`src/rtl/apb_mailbox_pkg.sv`:
```
// Register map, STATUS bit positions and APB FSM states of the CPU-to-hardware mailbox.
package apb_mailbox_pkg;

    localparam logic [3:0] MBOX_DATA   = 4'h0;
    localparam logic [3:0] MBOX_STATUS = 4'h4;
    localparam logic [3:0] MBOX_HWID   = 4'h8;
    localparam logic [3:0] MBOX_CTRL   = 4'hC;

    localparam int STAT_EMPTY     = 0;
    localparam int STAT_FULL      = 1;
    localparam int STAT_OVERFLOW  = 2;
    localparam int STAT_UNDERFLOW = 3;
    localparam int STAT_COUNT_LSB = 4;

    typedef enum logic [1:0] {
        ST_IDLE,
        ST_ACCESS,
        ST_RESP
    } mbox_state_t;

endpackage

```
`src/rtl/config_target_pkg.sv`:
```
// Platform identification and APB window sizing for this target.
package config_target_pkg;

    localparam logic [31:0] CFG_HW_ID               = 32'h20221101;
    localparam int          CFG_New_slave_LOG2_SIZE = 4;

endpackage

```
`src/rtl/types_amba_pkg.sv`:
```
// AMBA APB request/response types shared by the slow-peripheral bridge and its responders.
package types_amba_pkg;

    typedef struct packed {
        logic [31:0] paddr;
        logic        pwrite;
        logic [31:0] pwdata;
        logic [3:0]  pstrb;
        logic        psel;
        logic        penable;
    } apb_in_type;

    typedef struct packed {
        logic [31:0] prdata;
        logic        pready;
        logic        pslverr;
    } apb_out_type;

endpackage

```
`src/rtl/mbox_fifo.sv`:
```
// Power-of-two FIFO with occupancy counter; a pop in the same cycle frees room for a push when full.
module mbox_fifo #(
    parameter int DEPTH = 4,
    parameter int WIDTH = 32,
    parameter int CNTW  = $clog2(DEPTH) + 1
) (
    input  logic             i_clk,
    input  logic             i_nrst,
    input  logic             i_push,
    input  logic [WIDTH-1:0] i_wdata,
    input  logic             i_pop,
    output logic [WIDTH-1:0] o_head,
    output logic             o_empty,
    output logic             o_full,
    output logic [CNTW-1:0]  o_count
);

    localparam int PTRW = $clog2(DEPTH);

    logic [WIDTH-1:0] mem_q [DEPTH];
    logic [PTRW-1:0]  wr_ptr_q, wr_ptr_d;
    logic [PTRW-1:0]  rd_ptr_q, rd_ptr_d;
    logic [CNTW-1:0]  count_q, count_d;
    logic             pop_ok, push_ok;

    assign o_empty = (count_q == '0);
    assign o_full  = (count_q == CNTW'(DEPTH));
    assign o_count = count_q;
    assign o_head  = mem_q[rd_ptr_q];

    // NOTE: every variable gets a default first so no path leaves it unassigned, which would infer a latch.
    always_comb begin
        pop_ok   = i_pop & ~o_empty;
        push_ok  = i_push & (~o_full | pop_ok);
        wr_ptr_d = wr_ptr_q;
        rd_ptr_d = rd_ptr_q;
        count_d  = count_q;
        if (push_ok) wr_ptr_d = wr_ptr_q + PTRW'(1);
        if (pop_ok)  rd_ptr_d = rd_ptr_q + PTRW'(1);
        if (push_ok && !pop_ok)      count_d = count_q + CNTW'(1);
        else if (pop_ok && !push_ok) count_d = count_q - CNTW'(1);
    end

    // NOTE: non-blocking assignments keep every flop sampling pre-edge values regardless of block order.
    always_ff @(posedge i_clk or negedge i_nrst) begin
        if (!i_nrst) begin
            wr_ptr_q <= '0;
            rd_ptr_q <= '0;
            count_q  <= '0;
        end else begin
            wr_ptr_q <= wr_ptr_d;
            rd_ptr_q <= rd_ptr_d;
            count_q  <= count_d;
        end
    end

    // NOTE: storage carries no reset; the counter alone defines which entries are meaningful.
    always_ff @(posedge i_clk) begin
        if (push_ok) mem_q[wr_ptr_q] <= i_wdata;
    end

endmodule

```
`src/rtl/apb_mailbox.sv`:
```
// APB mailbox: CPU pushes words over APB, a hardware consumer drains them over valid/ready.
module apb_mailbox
    import apb_mailbox_pkg::*;
    import config_target_pkg::*;
#(
    parameter int DEPTH = 4,
    parameter int CNTW  = $clog2(DEPTH) + 1
) (
    input  logic                       i_clk,
    input  logic                       i_nrst,
    input  types_amba_pkg::apb_in_type i_apbi,
    output types_amba_pkg::apb_out_type o_apbo,
    output logic                       o_valid,
    output logic [31:0]                o_data,
    input  logic                       i_ready,
    output logic                       o_irq
);

    localparam int AW = CFG_New_slave_LOG2_SIZE;

    mbox_state_t     state_q;
    logic [31:0]     prdata_q;
    logic            pready_q, pslverr_q;

    logic [AW-1:0]   offs;
    logic            commit, req_err, req_ok, cpu_push, cons_pop;
    logic [31:0]     status_word, rd_word, head;
    logic            empty, full;
    logic [CNTW-1:0] count;

    logic            overflow_q, overflow_d;
    logic            underflow_q, underflow_d;
    logic            irq_ena_q, irq_ena_d;
    logic            irq_q, irq_d;
    logic            unused_paddr;

    assign unused_paddr = ^i_apbi.paddr[31:AW];

    mbox_fifo #(
        .DEPTH (DEPTH),
        .WIDTH (32),
        .CNTW  (CNTW)
    ) u_fifo (
        .i_clk   (i_clk),
        .i_nrst  (i_nrst),
        .i_push  (cpu_push),
        .i_wdata (i_apbi.pwdata),
        .i_pop   (cons_pop),
        .o_head  (head),
        .o_empty (empty),
        .o_full  (full),
        .o_count (count)
    );

    always_comb begin
        offs     = i_apbi.paddr[AW-1:0];
        commit   = (state_q == ST_ACCESS) & i_apbi.psel & i_apbi.penable;
        req_err  = (offs[1:0] != 2'b00)
                 | (i_apbi.pwrite & (offs == MBOX_DATA) & (i_apbi.pstrb != 4'hF))
                 | (i_apbi.pwrite & (offs == MBOX_HWID));
        req_ok   = commit & ~req_err;
        cpu_push = req_ok & i_apbi.pwrite & (offs == MBOX_DATA);
        cons_pop = ~empty & i_ready;

        status_word                            = '0;
        status_word[STAT_EMPTY]                = empty;
        status_word[STAT_FULL]                 = full;
        status_word[STAT_OVERFLOW]             = overflow_q;
        status_word[STAT_UNDERFLOW]            = underflow_q;
        status_word[STAT_COUNT_LSB +: CNTW]    = count;

        case (offs)
            MBOX_DATA:   rd_word = empty ? '0 : head;
            MBOX_STATUS: rd_word = status_word;
            MBOX_HWID:   rd_word = CFG_HW_ID;
            MBOX_CTRL:   rd_word = {31'd0, irq_ena_q};
            default:     rd_word = '0;
        endcase
    end

    // A full FIFO only drops the word when the consumer is not popping on the same edge.
    always_comb begin
        overflow_d  = overflow_q;
        underflow_d = underflow_q;
        irq_ena_d   = irq_ena_q;
        if (cpu_push && full && !cons_pop) overflow_d = 1'b1;
        if (req_ok && !i_apbi.pwrite && (offs == MBOX_DATA) && empty) underflow_d = 1'b1;
        if (req_ok && i_apbi.pwrite && (offs == MBOX_STATUS)) begin
            if (i_apbi.pwdata[STAT_OVERFLOW])  overflow_d  = 1'b0;
            if (i_apbi.pwdata[STAT_UNDERFLOW]) underflow_d = 1'b0;
        end
        if (req_ok && i_apbi.pwrite && (offs == MBOX_CTRL)) irq_ena_d = i_apbi.pwdata[0];
        irq_d = irq_ena_q & empty;
    end

    always_ff @(posedge i_clk or negedge i_nrst) begin
        if (!i_nrst) begin
            overflow_q  <= 1'b0;
            underflow_q <= 1'b0;
            irq_ena_q   <= 1'b0;
            irq_q       <= 1'b0;
        end else begin
            overflow_q  <= overflow_d;
            underflow_q <= underflow_d;
            irq_ena_q   <= irq_ena_d;
            irq_q       <= irq_d;
        end
    end

    // Response registers are loaded at the commit edge so pready/prdata/pslverr live only in RESP.
    always_ff @(posedge i_clk or negedge i_nrst) begin
        if (!i_nrst) begin
            state_q   <= ST_IDLE;
            prdata_q  <= '0;
            pready_q  <= 1'b0;
            pslverr_q <= 1'b0;
        end else begin
            prdata_q  <= '0;
            pready_q  <= 1'b0;
            pslverr_q <= 1'b0;
            case (state_q)
                ST_IDLE: begin
                    if (i_apbi.psel && !i_apbi.penable) state_q <= ST_ACCESS;
                end
                ST_ACCESS: begin
                    if (commit) begin
                        state_q   <= ST_RESP;
                        pready_q  <= 1'b1;
                        pslverr_q <= req_err;
                        prdata_q  <= (req_err || i_apbi.pwrite) ? '0 : rd_word;
                    end else if (!i_apbi.psel) begin
                        state_q <= ST_IDLE;
                    end
                end
                default: state_q <= ST_IDLE;
            endcase
        end
    end

    assign o_apbo  = '{prdata: prdata_q, pready: pready_q, pslverr: pslverr_q};
    assign o_valid = ~empty;
    assign o_data  = head;
    assign o_irq   = irq_q;

endmodule

```
`config.mk`:
```
export PLATFORM = sky130hd
export DESIGN_NAME = apb_mailbox
export DESIGN_NICKNAME = d
export VERILOG_FILES = /design/src/rtl/apb_mailbox_pkg.sv /design/src/rtl/config_target_pkg.sv /design/src/rtl/types_amba_pkg.sv /design/src/rtl/mbox_fifo.sv /design/src/rtl/apb_mailbox.sv
export SDC_FILE = /design/constraint.sdc
export NUM_CORES = 1
export LEC_CHECK = 0
export BUFFER_PORTS_ARGS = -buffer_cell sky130_fd_sc_hd__buf_4
export CAP_MARGIN = 20
export CORE_MARGIN = 3
export CORE_UTILIZATION = 46
export DETAILED_ROUTE_END_ITERATION = 16
export PLACE_DENSITY = 0.69
export RECOVER_POWER = 50
export SLEW_MARGIN = 20
export SYNTH_ARGS = -nofsm -noshare
export SYNTH_HDL_FRONTEND = slang
export SYNTH_SLANG_ARGS = --single-unit
```
`constraint.sdc`:
```
create_clock -name i_clk -period 3.5 [get_ports i_clk]
set_input_delay 0.525 -clock i_clk [delete_from_list [all_inputs] [get_ports i_clk]]
set_output_delay 0.525 -clock i_clk [all_outputs]
set_load 0.01 [all_outputs]
```
# --- Yosys cells after proc, flatten, opt, wreduce, memory -nomap -nowiden ---
# Memories as Yosys holds them, arrays and structs flattened.
# Index checks and enable logic that the tools add are counted.
word_totals:
  ram_bits: 128
  memories: 1
  word_cells: 88
  output_inout_bits: 68
  ff_bits: 47
  inputBits: 74
memory_table:
  columns: ["memory", "depth", "width", "read_ports", "rd_ports_with_merged_regs", "write_ports", "line", "source"]
  rows:
  - ["u_fifo.mem_q", 4, 32, 1, 0, 1, "mbox_fifo.sv:20", "logic [WIDTH-1:0] mem_q [DEPTH];"]
classes:
  reduce_logical: 23
  n_mux: 23
  eq_ne: 8
  n_bitwise: 18
  addsub: 4
ops:
  columns: ["cell", "n"]
  rows:
  - ["two-way mux 32 bit", 4]
  - ["one-hot mux 32 bit (4 select lines)", 1]
  - ["AND 1 bit", 12]
  - ["two-way mux 1 bit", 12]
  - ["logical AND 1 bit", 11]
  - ["== test 4 bit, second input constant", 2]
  - ["two-way mux 2 bit", 3]
  - ["two-way mux 3 bit", 2]
  - ["zero test 1 bit", 5]
  - ["adder 2 x 1 -> 2 bit, second input constant", 2]
  - ["== test 4 x 3 -> 1 bit, second input constant", 1]
  - ["zero test 4 bit", 1]
  - ["!= test 4 bit, second input constant", 1]
  - ["one-hot mux 2 bit (2 select lines)", 1]
  - ["nonzero test 2 bit", 2]
  - ["adder 3 x 1 -> 3 bit, second input constant", 1]
  - ["== test 3 bit, second input constant", 1]
  - ["zero test 3 bit", 1]
  - ["!= test 3 bit, second input constant", 1]
  - ["inverter 1 bit", 3]
  - ["bitwise OR 1 bit", 3]
  - ["subtractor 3 x 1 -> 3 bit, second input constant", 1]
  - ["== test 2 x 1 -> 1 bit, second input constant", 1]
  - ["zero test 2 bit", 1]
  - ["other kinds (3)", 3]

# --- Depth between registers and ports, before layout ---
logic_depth:
  depth_word: 14
  mapped_depth: 11
  mapped_depth_nobuf: 10

# --- Hierarchy ---
# A second synthesis with hierarchy kept.
hier_totals:
  cells_unflattened: 355
  hier_area_um2: 6904.1
by_module_without_submodules:
  columns: ["mod", "area_per_inst_um2", "n_inst", "cells_per_inst"]
  rows:
  - ["mbox_fifo", 5094.9, 1, 203]
  - ["apb_mailbox", 1809.2, 1, 152]

# --- Worst setup path before layout ---
# OpenSTA, ideal clock, no wires.
synth_path:
  path_kind: "input to register"
  start: "input port i_apbi[0] (netlist name)"
  end: "memory u_fifo.mem_q[0][0], enable pin"
  required_ps: 3108
  arrival_time_ps: 2015
  path_buffers: 1
  setup_ps: 392
  cell_stages: 6
  path_slack_ps: 1093
  path_cell_list: "nand4b_4 -> inv_2 -> and3_4 -> and3b_1 -> buf_6 -> and2_1"
synth_between:
  elab_chain_cells: 7
synth_lines:
  columns: ["item", "line", "source"]
  rows:
  - ["from (decl)", "apb_mailbox.sv:11", "input types_amba_pkg::apb_in_type i_apbi,"]
  - ["AND 1 bit", "apb_mailbox.sv:57", "commit = (state_q == ST_ACCESS) & i_apbi.psel & i_apbi.penable;"]
  - ["AND 1 bit", "apb_mailbox.sv:61", "req_ok = commit & ~req_err;"]
  - ["AND 1 bit (2 in a row)", "apb_mailbox.sv:62", "cpu_push = req_ok & i_apbi.pwrite & (offs == MBOX_DATA);"]
  - ["AND 1 bit", "mbox_fifo.sv:34", "push_ok = i_push & (~o_full | pop_ok);"]
  - ["net u_fifo.push_ok", "mbox_fifo.sv:24", "logic pop_ok, push_ok;"]
  - ["two-way mux 1 bit", "mbox_fifo.sv:59", "if (push_ok) mem_q[wr_ptr_q] <= i_wdata;"]
  - ["two-way mux 1 bit (not written as such)", "mbox_fifo.sv:59", null]
  - ["to (decl)", "mbox_fifo.sv:20", null]
# The timed path passes the listed nets, and every way through them passes these cells.

# --- Final worst setup path ---
layout_path:
  start: "register u_fifo.count_q[0] (netlist: u_fifo.o_count[0])"
  end: "register u_fifo.count_q[2] (netlist: u_fifo.o_count[2])"
layout_between:
  elab_chain_cells: 9
  elab_cells_between_ends: 17
layout_lines:
  columns: ["item", "line", "source"]
  rows:
  - ["from (decl)", "mbox_fifo.sv:23", "logic [CNTW-1:0] count_q, count_d;"]
  - ["from (signal assigned)", "mbox_fifo.sv:53", "count_q <= count_d;"]
  - ["zero test 3 bit", "mbox_fifo.sv:26", "assign o_empty = (count_q == '0);"]
  - ["inverter 1 bit", "mbox_fifo.sv:33, apb_mailbox.sv:63", null]
  - ["AND 1 bit", "apb_mailbox.sv:63", "cons_pop = ~empty & i_ready;"]
  - ["AND 1 bit", "mbox_fifo.sv:33", "pop_ok = i_pop & ~o_empty;"]
  - ["bitwise OR 1 bit", "mbox_fifo.sv:34", null]
  - ["AND 1 bit", "mbox_fifo.sv:34", null]
  - ["zero test 1 bit", "mbox_fifo.sv:41", "else if (pop_ok && !push_ok) count_d = count_q - CNTW'(1);"]
  - ["logical AND 1 bit", "mbox_fifo.sv:41", null]
  - ["nonzero test 2 bit (no source line)", null, null]
# Parallel ways exist; a longest one is shown, timed or not. The select of a mux whose other input is x is not followed.
# A chain may end at the register's enable or synchronous reset.

==> metrics.yaml <==
rel_slew_slack_pct: 40.00
layout.nets: 521
postSynthRegisterBits: 175
clock-sinks: 175
cts_resized: 0
cts_post_setup_buffers_inserted: 0
synth-seq-area-share_pct: 76.24
synth_area_um2: 6584
drtPass1Iterations: 4
worst_setup_path_end_kind: "register"
grt_remaining_overflow: 0
cts_tree: "yes"
routed_via_density: 5.207
setup_viol: 0
async_reset_ff_share_pct: 26.86
hold_viol_final: 0
grt-busiest-layer: "met2"
data_required_critical_path_ns: 3.84
worstSetupPathType: "reg -> reg"
detail_route.iter0.violations: 141
pwr_density_cell_nw_per_um2: 673.9
number_of_drc_violations_after_detailed_routing: 0
number_of_cells_after_detailed_placement: 602
synth_edf_count: 128
post_synthesis_cells: 317
detailroute.via_count: 3301
synth-warning-count: 0
core.rowCount: 43
worst_case_clock_buffer_depth: 2
cts_root_buf: "sky130_fd_sc_hd__clkbuf_16"
seqPwrFrac_pct: 44.6
antenna_found_initial: 0
final_antenna_net_count: 0
vias_in_the_first_global_route: 3654
final_common_cell: "sky130_fd_sc_hd__edfxtp_1"
global_route_wire_length_before_repair_mm: 19.95
dp_hpwl_mm: 7.998
max_cap_viol: 0
layoutNonFillerInstCount: 634
cp-start-kind: "register"
met3_usage_pct: 4.792
internal_power_w: 0.003959
initial_core_util_pct: 47.25
filler_cell_count: 1109
worst_ep_arrival_time_ns: 2.99
syn2layout_area_growth_pct: 21.06
global_route.usage.met1_pct: 20.99
die-width_um: 125.6
layout-drive-gt1-share_pct: 29.96
power_switching_share_pct: 26.29
grt_start_max_net_pins: 48
summed_negative_setup_slack_over_all_endpoints_ns: 0
clk_latency_worst_skew_pair_ns: 0.42
finalWirelength_mm: 12.61
net-switching-power_w: 0.001412
worst_slew_pin_slew_ns: 0.9000
syn_nets: 397
tritoncts.num_buffers: 17
post_synth_num_cell_types: 43
cellLeakagePower_nw: 2.966
core-area_um2: 13930
post_drt_wl_per_cell_um: 19.89
timing_max_transition_violations_final: 0
grt_util_all_layers_pct: 16.76
min_period_ns: 2.653
comb_power_share_pct: 21.0
place.port_buffers: 113
finalClockSkew_ns: 0.009618
cts_clock_pin_slew_for_the_worst_setup_and_hold_paths_ns: 0.06
post_route_clock_period_utilization_pct: 75.80
fmaxAchievable_mhz: 376.9
floorplan.die_area_um2: 15780
most-common-layout-cells: "sky130_fd_sc_hd__edfxtp_1, sky130_fd_sc_hd__clkbuf_1, sky130_fd_sc_hd__buf_4"
outcome: "complete, no violations"
syn_avg_cell_area_um2: 20.77
power_frac_clock_pct: 34.4
min_path_type: "in -> async"
holdBufCountCts: 0
peakVddDrop_mv: 0.4107
unrepaired_setup_endpoints_after_global_routing: "no"
antennaDiodeCount: 0
cts_htree_levels: 4
pin_count: 142
placer_congestion: 0.7199
die_height_um: 125.6
critical_path.max_fanout: 6
synth_ff_type: "sky130_fd_sc_hd__edfxtp_1"
ff2ff_setup_slack_ns: 0.85
use_met2_pct: 28.10
## cell usage after synthesis, drive strengths merged (2+ instances only)
library cell  number  area share (%)
edfxtp           128              58
dfrtp             47              18
mux4              32              11
and2              27             2.6
buf               14             2.0
nand2             11            0.63
inv                6            0.34
nor2               6            0.38
a22o               5            0.67
ha                 5            0.95
xnor2              4            0.53
a21oi              3            0.29
a31oi              3            0.29
mux2               3            0.57
and3               2            0.27
nor2b              2            0.19
o21ai              2            0.15
xor2               2            0.27
## path summary, 6_finish.rpt
kind / from / to / cells after the start
max: u_fifo.o_count[0] / u_fifo.o_count[2] / 9
max reg2reg: u_fifo.o_count[0] / u_fifo.o_count[2] / 9
min reg2reg: state_q[1] / state_q[0] / 1
min in group i_clk: i_apbi[0] / state_q[0] / 2
min: i_nrst / state_q[0] / 1
max in group asynchronous: i_nrst / u_fifo.rd_ptr_q[1] / 1
## layer usage
metal	wire length [um]	vias to the layer above
met3	601	15
met1	5155	1723
met2	6664	90
met5	0	-
li1	-	1473
met4	187	0
## state kept, by name, indices dropped and copies added (netlist names)
name	cells
u_fifo.mem_q	128
prdata_q	32
u_fifo.o_count	3
state_q	2
u_fifo.rd_ptr_q	2
u_fifo.wr_ptr_q	2
irq_ena_q	1
o_irq	1
overflow_q	1
pready_q	1
pslverr_q	1
underflow_q	1
## logic make-up after synthesis
logic type               Yosys count  share of synthesized area, %
XOR/XNOR                           6                        0.7982
multiplexers                      35                         11.69
flip-flops                       175                         76.24
AND/OR/NAND/NOR                   59                         5.929
buffers and inverters             21                         2.432
adder cells (fa/ha/maj)            6                         1.254
AO/OA/AOI/OAI                     15                         1.653
## final cells by class
type                       instances  area [um2]  area share, %
clock inverter                    14       156.4          1.962
inverter                           6       22.52         0.2826
sequential                       175        5022          63.01
multi-input combinational        121        1389          17.43
tap                              180       225.2          2.826
timing repair buffer             120       725.7          9.105
clock buffer                      18       429.2          5.385
## metrics by stage
step	hold slack [ns]	power, W	worst slack, ns	cell area (um2)	util, %
after floorplan	0.2294	0.003152	1.093	6584	-
after global routing	0.1806	0.005607	0.5872	7970	57.20
final	0.1499	0.005371	0.8468	7970	57.20
after CTS	0.1640	0.005474	0.8672	8215	58.96
after global placement	0.4161	0.003601	0.9474	7630	54.75
after detailed placement	0.4442	0.003617	0.9102	7630	54.75
## power groups by stage
stage	Clock [W]	Sequential (W)	Combinational, W
4_1_cts	0.00190	0.00240	0.00117
3_3_place_gp	0	0.00244	0.00116
3_5_place_dp	0	0.00245	0.00117
2_1_floorplan	0	0.00234	0.000809
6_report	0.00185	0.00239	0.00113
5_1_grt	0.00198	0.00240	0.00122
## worst max-delay path, stage by stage, from the launching register on
cell,delay [ns]
sky130_fd_sc_hd__dfrtp_1,0.47
sky130_fd_sc_hd__nor3_1,0.57
sky130_fd_sc_hd__inv_1,0.27
sky130_fd_sc_hd__nand2_1,0.19
sky130_fd_sc_hd__ha_1,0.21
sky130_fd_sc_hd__inv_1,0.06
sky130_fd_sc_hd__fa_1,0.37
sky130_fd_sc_hd__xor2_1,0.17
sky130_fd_sc_hd__nor2_1,0.12
sky130_fd_sc_hd__xor2_1,0.15
No activity file was read; power rests on OpenSTA's default activity.
